$ cat config.mk
export PLATFORM = sky130hd
export DESIGN_NAME = ber_counter_flat
export DESIGN_NICKNAME = d
export VERILOG_FILES = /design/src/rtl/ber_if.sv /design/src/rtl/ber_counter.sv /design/src/flat_wrapper.sv
export SDC_FILE = /design/constraint.sdc
export NUM_CORES = 1
export LEC_CHECK = 0
export CORE_ASPECT_RATIO = 0.75
export CORE_UTILIZATION = 40
export DETAILED_ROUTE_END_ITERATION = 10
export DONT_BUFFER_PORTS = 1
export PLACE_DENSITY = 0.54
export SLEW_MARGIN = 25
export SYNTH_ARGS = -nofsm -noshare
export SYNTH_HDL_FRONTEND = slang
export SYNTH_SLANG_ARGS = --single-unit
$ cat constraint.sdc
create_clock -name clk -period 30.5 [get_ports clk]
set_input_delay 9.15 -clock clk [delete_from_list [all_inputs] [get_ports clk]]
set_output_delay 9.15 -clock clk [all_outputs]
set_load 0.1 [all_outputs]
$ cat src/rtl/ber_if.sv
// Bus bundle for ber_counter: control and bit-stream inputs, count/lock outputs.
//   master : drives soft_reset, enable, valid, ref_bit, rx_bit; observes results
//   slave  : the checker side (ber_counter)
interface ber_if #(
   parameter int unsigned DELAY_LEN     = 512,
   parameter int unsigned LOG_COUNT_LEN = 64
);
   localparam int unsigned SEL_W = (DELAY_LEN > 1) ? $clog2(DELAY_LEN) : 1;

   logic                     soft_reset;
   logic                     enable;
   logic                     valid;
   logic                     ref_bit;
   logic                     rx_bit;
   logic [LOG_COUNT_LEN-1:0] error_count;
   logic [LOG_COUNT_LEN-1:0] bit_count;
   logic                     locked;
   logic [SEL_W-1:0]         delay_sel;

   modport master (
      output soft_reset, enable, valid, ref_bit, rx_bit,
      input  error_count, bit_count, locked, delay_sel
   );

   modport slave (
      input  soft_reset, enable, valid, ref_bit, rx_bit,
      output error_count, bit_count, locked, delay_sel
   );
endinterface

$ cat src/rtl/ber_counter.sv
// Bit-error-rate checker for one I/Q branch. Aligns rx_bit against a delayed
// copy of ref_bit (search over delay taps), then counts compared bits and errors.
// Ports:
//   clk, rst           : clock, asynchronous active-high reset
//   bus (ber_if.slave) : soft_reset, enable, valid, ref_bit, rx_bit in;
//                        error_count, bit_count, locked, delay_sel out (registered)
// Optional: define BER_RESYNC_EN to add a loss-of-lock monitor in COUNT that
// returns to SEARCH at the next tap when a window exceeds SYNC_WINDOW/4 errors.
module ber_counter #(
   parameter int unsigned DELAY_LEN     = 512,
   parameter int unsigned SYNC_WINDOW   = 511,
   parameter int unsigned SYNC_THRESH   = 0,
   parameter int unsigned LOG_COUNT_LEN = 64
) (
   input  logic clk,
   input  logic rst,
   ber_if.slave bus
);
   localparam int unsigned SEL_W = (DELAY_LEN > 1) ? $clog2(DELAY_LEN) : 1;
   localparam int unsigned WIN_W = $clog2(SYNC_WINDOW + 1);
`ifdef BER_RESYNC_EN
   localparam int unsigned LOSS_THRESH = SYNC_WINDOW / 4;
`endif

   typedef enum logic [1:0] {
      IDLE   = 2'd0,
      SEARCH = 2'd1,
      COUNT  = 2'd2
   } state_e;

   state_e                   state_q, state_d;
   logic [DELAY_LEN-1:0]     line_q, line_d;
   logic [SEL_W-1:0]         delay_sel_q, delay_sel_d;
   logic [WIN_W-1:0]         win_bits_q, win_bits_d;
   logic [WIN_W-1:0]         win_errs_q, win_errs_d;
   logic [LOG_COUNT_LEN-1:0] error_count_q, error_count_d;
   logic [LOG_COUNT_LEN-1:0] bit_count_q, bit_count_d;
   logic                     locked_q, locked_d;

   logic                     mismatch;
   logic [WIN_W-1:0]         win_bits_inc;
   logic [WIN_W-1:0]         win_errs_inc;
   logic                     window_done;
   logic [SEL_W-1:0]         sel_next;

   // State and datapath registers
   always_ff @(posedge clk or posedge rst) begin
      if (rst) begin
         state_q       <= IDLE;
         line_q        <= '0;
         delay_sel_q   <= '0;
         win_bits_q    <= '0;
         win_errs_q    <= '0;
         error_count_q <= '0;
         bit_count_q   <= '0;
         locked_q      <= 1'b0;
      end else begin
         state_q       <= state_d;
         line_q        <= line_d;
         delay_sel_q   <= delay_sel_d;
         win_bits_q    <= win_bits_d;
         win_errs_q    <= win_errs_d;
         error_count_q <= error_count_d;
         bit_count_q   <= bit_count_d;
         locked_q      <= locked_d;
      end
   end

   // Next-state, window and counter logic
   always_comb begin
      state_d       = state_q;
      line_d        = line_q;
      delay_sel_d   = delay_sel_q;
      win_bits_d    = win_bits_q;
      win_errs_d    = win_errs_q;
      error_count_d = error_count_q;
      bit_count_d   = bit_count_q;
      locked_d      = 1'b0;

      // Compare uses the line contents before this cycle's shift
      mismatch     = bus.rx_bit ^ line_q[delay_sel_q];
      win_bits_inc = win_bits_q + WIN_W'(1);
      win_errs_inc = win_errs_q + WIN_W'(mismatch);
      window_done  = (win_bits_inc == WIN_W'(SYNC_WINDOW));
      sel_next     = (delay_sel_q == SEL_W'(DELAY_LEN - 1)) ? '0 : delay_sel_q + SEL_W'(1);

      // tap[0] is the newest reference bit; shifts in every state
      if (bus.valid) begin
         line_d = {line_q[DELAY_LEN-2:0], bus.ref_bit};
      end

      case (state_q)
         IDLE: begin
            if (bus.enable) begin
               state_d    = SEARCH;
               win_bits_d = '0;
               win_errs_d = '0;
            end
         end
         SEARCH: begin
            if (!bus.enable) begin
               state_d = IDLE;
            end else if (bus.valid) begin
               if (window_done) begin
                  win_bits_d = '0;
                  win_errs_d = '0;
                  if (win_errs_inc <= WIN_W'(SYNC_THRESH)) begin
                     state_d = COUNT;
                  end else begin
                     delay_sel_d = sel_next;
                  end
               end else begin
                  win_bits_d = win_bits_inc;
                  win_errs_d = win_errs_inc;
               end
            end
         end
         COUNT: begin
            if (!bus.enable) begin
               state_d = IDLE;
            end else if (bus.valid) begin
               // A saturated bit_count freezes error_count too, keeping the ratio sane
               if (!(&bit_count_q)) begin
                  bit_count_d = bit_count_q + LOG_COUNT_LEN'(1);
                  if (mismatch && !(&error_count_q)) begin
                     error_count_d = error_count_q + LOG_COUNT_LEN'(1);
                  end
               end
`ifdef BER_RESYNC_EN
               // Loss monitor: too many errors in one window means alignment was lost
               if (window_done) begin
                  win_bits_d = '0;
                  win_errs_d = '0;
                  if (win_errs_inc > WIN_W'(LOSS_THRESH)) begin
                     state_d     = SEARCH;
                     delay_sel_d = sel_next;
                  end
               end else begin
                  win_bits_d = win_bits_inc;
                  win_errs_d = win_errs_inc;
               end
`endif
            end
         end
         default: begin
            state_d = IDLE;
         end
      endcase

      // Synchronous clear overrides everything above
      if (bus.soft_reset) begin
         state_d       = IDLE;
         line_d        = '0;
         delay_sel_d   = '0;
         win_bits_d    = '0;
         win_errs_d    = '0;
         error_count_d = '0;
         bit_count_d   = '0;
      end

      locked_d = (state_d == COUNT);
   end

   assign bus.error_count = error_count_q;
   assign bus.bit_count   = bit_count_q;
   assign bus.locked      = locked_q;
   assign bus.delay_sel   = delay_sel_q;
endmodule

$ cat src/flat_wrapper.sv
// flat-port wrapper written by rule: the top's interface ports become plain ports
module ber_counter_flat 
#(
   parameter int unsigned DELAY_LEN     = 512,
   parameter int unsigned SYNC_WINDOW   = 511,
   parameter int unsigned SYNC_THRESH   = 0,
   parameter int unsigned LOG_COUNT_LEN = 64
)
  (clk, rst, bus_soft_reset, bus_enable, bus_valid, bus_ref_bit, bus_rx_bit, bus_error_count, bus_bit_count, bus_locked, bus_delay_sel);
  ber_if #(.DELAY_LEN(DELAY_LEN), .LOG_COUNT_LEN(LOG_COUNT_LEN)) bus_i ();
  input  logic clk;
  input  logic rst;
  input wire logic [$bits(bus_i.soft_reset)-1:0] bus_soft_reset;
  input wire logic [$bits(bus_i.enable)-1:0] bus_enable;
  input wire logic [$bits(bus_i.valid)-1:0] bus_valid;
  input wire logic [$bits(bus_i.ref_bit)-1:0] bus_ref_bit;
  input wire logic [$bits(bus_i.rx_bit)-1:0] bus_rx_bit;
  output wire logic [$bits(bus_i.error_count)-1:0] bus_error_count;
  output wire logic [$bits(bus_i.bit_count)-1:0] bus_bit_count;
  output wire logic [$bits(bus_i.locked)-1:0] bus_locked;
  output wire logic [$bits(bus_i.delay_sel)-1:0] bus_delay_sel;
  assign bus_i.soft_reset = bus_soft_reset;
  assign bus_i.enable = bus_enable;
  assign bus_i.valid = bus_valid;
  assign bus_i.ref_bit = bus_ref_bit;
  assign bus_i.rx_bit = bus_rx_bit;
  assign bus_error_count = bus_i.error_count;
  assign bus_bit_count = bus_i.bit_count;
  assign bus_locked = bus_i.locked;
  assign bus_delay_sel = bus_i.delay_sel;
  ber_counter #(.DELAY_LEN(DELAY_LEN), .SYNC_WINDOW(SYNC_WINDOW), .SYNC_THRESH(SYNC_THRESH), .LOG_COUNT_LEN(LOG_COUNT_LEN)) u_core (.clk(clk), .rst(rst), .bus(bus_i));
endmodule
==> impl_metrics.py <==
metrics = {
    "min_path": {
        "hold_path_class": "register to register",
        "hold-path-cell-count": 2,
    },
    "die": {
        "pin_count": 145,
        "start_util_pct": 40.8,
        "rows": 90,
        "fp.dieW_um": 334,
        "die_y_um": 251,
        "core_sq_mm": 0.0812,
        "die_area_sq_mm": 0.0839,
    },
    "final_layout": {
        "final_nets": 2902,
        "regArea_sq_mm": 0.0168,
        "multi_input_area_sq_mm": 0.0153,
        "final_common_cell": "nor2_1",
        "final_cell_mix": "nor2_1, dfrtp_1, mux2i_1, mux4_2, nand2_1",
        "syn_to_final_growth_pct": 9.88,
        "fin_area_sq_mm": 0.0364,
        "layout-drive-gt1-share_pct": 9.23,
        "fillers": 7445,
    },
    "yosys": {
        "async_flop_share_pct": 100,
        "synth_area_sq_mm": 0.0331,
        "synth_cell_types": 72,
        "synth_edf_count": 0,
        "ys_seq_area_share_pct": 50.7,
        "synth_cells": 2973,
        "yosys_warnings": 0,
        "ys_ff_latch": 670,
        "yosys_most_used_dff": "dfrtp_1",
        "avgSynthCellArea_sq_um": 11.1,
        "syn_nets": 2988,
    },
    "worst_setup_path": {
        "reg2regPathDepth": 24,
        "worstPathArrival_ns": 12.98,
        "end_kind": "register",
        "r2r_slack_ns": 22.18,
        "critical_path.max_fanout": 664,
        "cp-start-kind": "input port",
        "cp.required_ns": 30.94,
        "crit_type": "input port to register",
    },
    "sta": {
        "tns_ns": 0,
        "setup_violations": 0,
        "max_freq_ghz": 0.0797,
        "fin_crit_ns": 12.54,
        "tightest_slew_ns": 2.85,
        "maxSlewViolCount": 591,
        "hold_viol_final": 0,
        "hold_ws_ns": 0.499,
        "fin_worst_skew_ns": 0.0187,
        "relSlewSlack_pct": -90.1,
        "final.period_utilization_pct": 41.1,
        "timing.final.ws_setup_ns": 17.96,
        "rsz0062_at_grt": "false",
    },
    "run": {
        "drv_cap": 0,
    },
    "cts": {
        "htree_levels": 3,
        "cts_resized": 0,
        "post_cts_buffers": 0,
        "root_buffer": "clkbuf_16",
        "cts_sinks": 670,
        "cts_hold_buf": 0,
        "cts_tree": "done",
        "cts_buffer_depth": 3,
        "clk_pin_slew_ns": 0.06,
        "worstSkewPairLatency_ns": 0.62,
        "cts_buffers": 73,
    },
    "placement": {
        "portBuffers": 0,
        "hpwl_um": 44800,
        "gp_congestion": 0.767,
        "place_area_sq_mm": 0.0338,
        "dp_slack_ns": 17.73,
    },
    "global_routing": {
        "grt_pass1_vias": 22155,
        "top_usage_layer": "met2",
        "grt_max_degree": 665,
        "antenna_found_initial": 1,
        "use_met3_pct": 4.90,
        "grt_use_total_pct": 18.5,
        "grt_util_met1_pct": 26.3,
        "grt_util_met2_pct": 28.4,
        "overflow": 0,
        "grt_pass1_wl_um": 126000,
    },
    "drt": {
        "drcViolationCount": 0,
        "drtAntennaViolNets": 0,
        "wl_um": 77300,
        "drt-vias-per-instance": 5.45,
        "drt_iter0_markers": 1603,
        "dr_total_vias": 22015,
        "wl_per_cell_um": 19.1,
        "dr.pass1.iters": 5,
    },
    "power": {
        "vdd_ir_drop_max_uv": 44.8,
        "clockPowerShare_pct": 46.5,
        "p_sw_share_pct": 23.3,
        "power_mw": 1.89,
        "power.density_mw_per_mm2": 51.9,
        "power_leakage_nw": 16.8,
        "comb_power_share_pct": 6.1,
        "p_int_mw": 1.45,
        "seqPwrFrac_pct": 47.4,
        "p_sw_mw": 0.439,
    },
    "outcome": {
        "violations": "slew limit",
        "outcome": "finished, violations left",
    },
}
-- logic make-up (layout without fill, tap and decap cells) --
group	Yosys count	after routing	share of synthesized area, %
flip-flops	670	670	50.7
buffers and inverters	226	189	3.18
XOR/XNOR	81	81	2.17
other	0	1	0
multiplexers	718	718	25.4
AND/OR/NAND/NOR	1036	1036	13.8
adder cells (fa/ha/maj)	8	8	0.302
AO/OA/AOI/OAI	234	234	4.53
-- power groups by stage --
stage / clock network, mW / registers [mW] / logic [mW]
after floorplan: 0 / 0.914 / 0.105
after global placement: 0 / 0.912 / 0.0983
after detailed placement: 0 / 0.912 / 0.0991
after CTS: 0.907 / 0.895 / 0.0992
after global routing: 0.942 / 0.895 / 0.125
final: 0.877 / 0.896 / 0.115
-- cell usage after synthesis, types with 7 or more instances --
master     number  area share (%)
inv_1          22            0.25
o21ai_0        64            0.97
or4_1          17            0.39
nor3_1         23            0.35
o31ai_1        19            0.43
buf_2          19            0.29
nor2_1        663             7.5
nor2b_1        20            0.38
nor4_1         17            0.32
a2111oi_0       7            0.19
mux2_1         13            0.44
o22ai_1        17            0.32
xor2_1         51             1.3
nand2_1        87            0.99
nand3_1        69             1.0
xnor2_1        29            0.77
clkbuf_1      143             1.6
nand2b_1       10            0.19
a21oi_1        48            0.73
buf_4          10            0.23
nand4_1        30            0.57
a31oi_1         7            0.13
o221ai_1       11            0.29
or3_1          22            0.42
and3_1         39            0.74
buf_1          14            0.16
mux2i_1       603              18
mux4_2         94             6.4
buf_6          13            0.44
ha_1            8            0.30
and4_1         10            0.26
o21ai_1         9            0.14
mux2_2          8            0.27
a211oi_1       11            0.25
dfrtp_1       670              51
-- path summary, 6_finish.rpt --
check / start / to
setup / recovery: bus_soft_reset / u_core.bus.bit_count[52]
hold / removal: u_core.win_errs_q[0] / u_core.win_errs_q[0]
setup reg to reg: u_core.bus.delay_sel[0] / u_core.bus.delay_sel[0]
hold reg to reg: u_core.win_errs_q[0] / u_core.win_errs_q[0]
max in group asynchronous: rst / u_core.line_q[404]
min in group asynchronous: rst / u_core.line_q[234]
-- area by class of cell --
class | instances | share of cell area, %
repair buffers | 41 | 1.29
multi-input cells | 2077 | 42.0
clock inverters | 13 | 0.496
diodes | 1 | 0.00688
clock buffers | 111 | 5.92
inverters | 24 | 0.282
flip-flops and latches | 670 | 46.2
well taps | 1104 | 3.80
-- flip-flops by register name, indices dropped and copies added, names as in the netlist --
| name | flops |
|---|---|
| u_core.bus.delay_sel | 9 |
| u_core.win_bits_q | 9 |
| u_core.line_q | 512 |
| u_core.bus.locked | 1 |
| u_core.state_q | 2 |
| u_core.bus.error_count | 64 |
| u_core.bus.bit_count | 64 |
| u_core.win_errs_q | 9 |
-- worst max-delay path, stage by stage --
cell and delay, ns:
clkinv_1 1.26, o21ai_0 0.35, nor4b_1 0.58, nand3_1 0.17, xor2_1 0.21, nor2_1 0.06
-- per-stage QoR --
step	std cells	utilization, %
after floorplan	2973	-
after global placement	3909	41.6
after detailed placement	3909	41.6
after CTS	4033	44.5
after global routing	4040	44.8
final	4041	44.8
-- layer usage --
metal / part of all wire, % / wire length, um
met5: 0.016 / 12
met4: 1.6 / 1230
met3: 5.6 / 4340
met2: 45 / 34800
met1: 48 / 36800
Power figures use the tool's default switching activity.
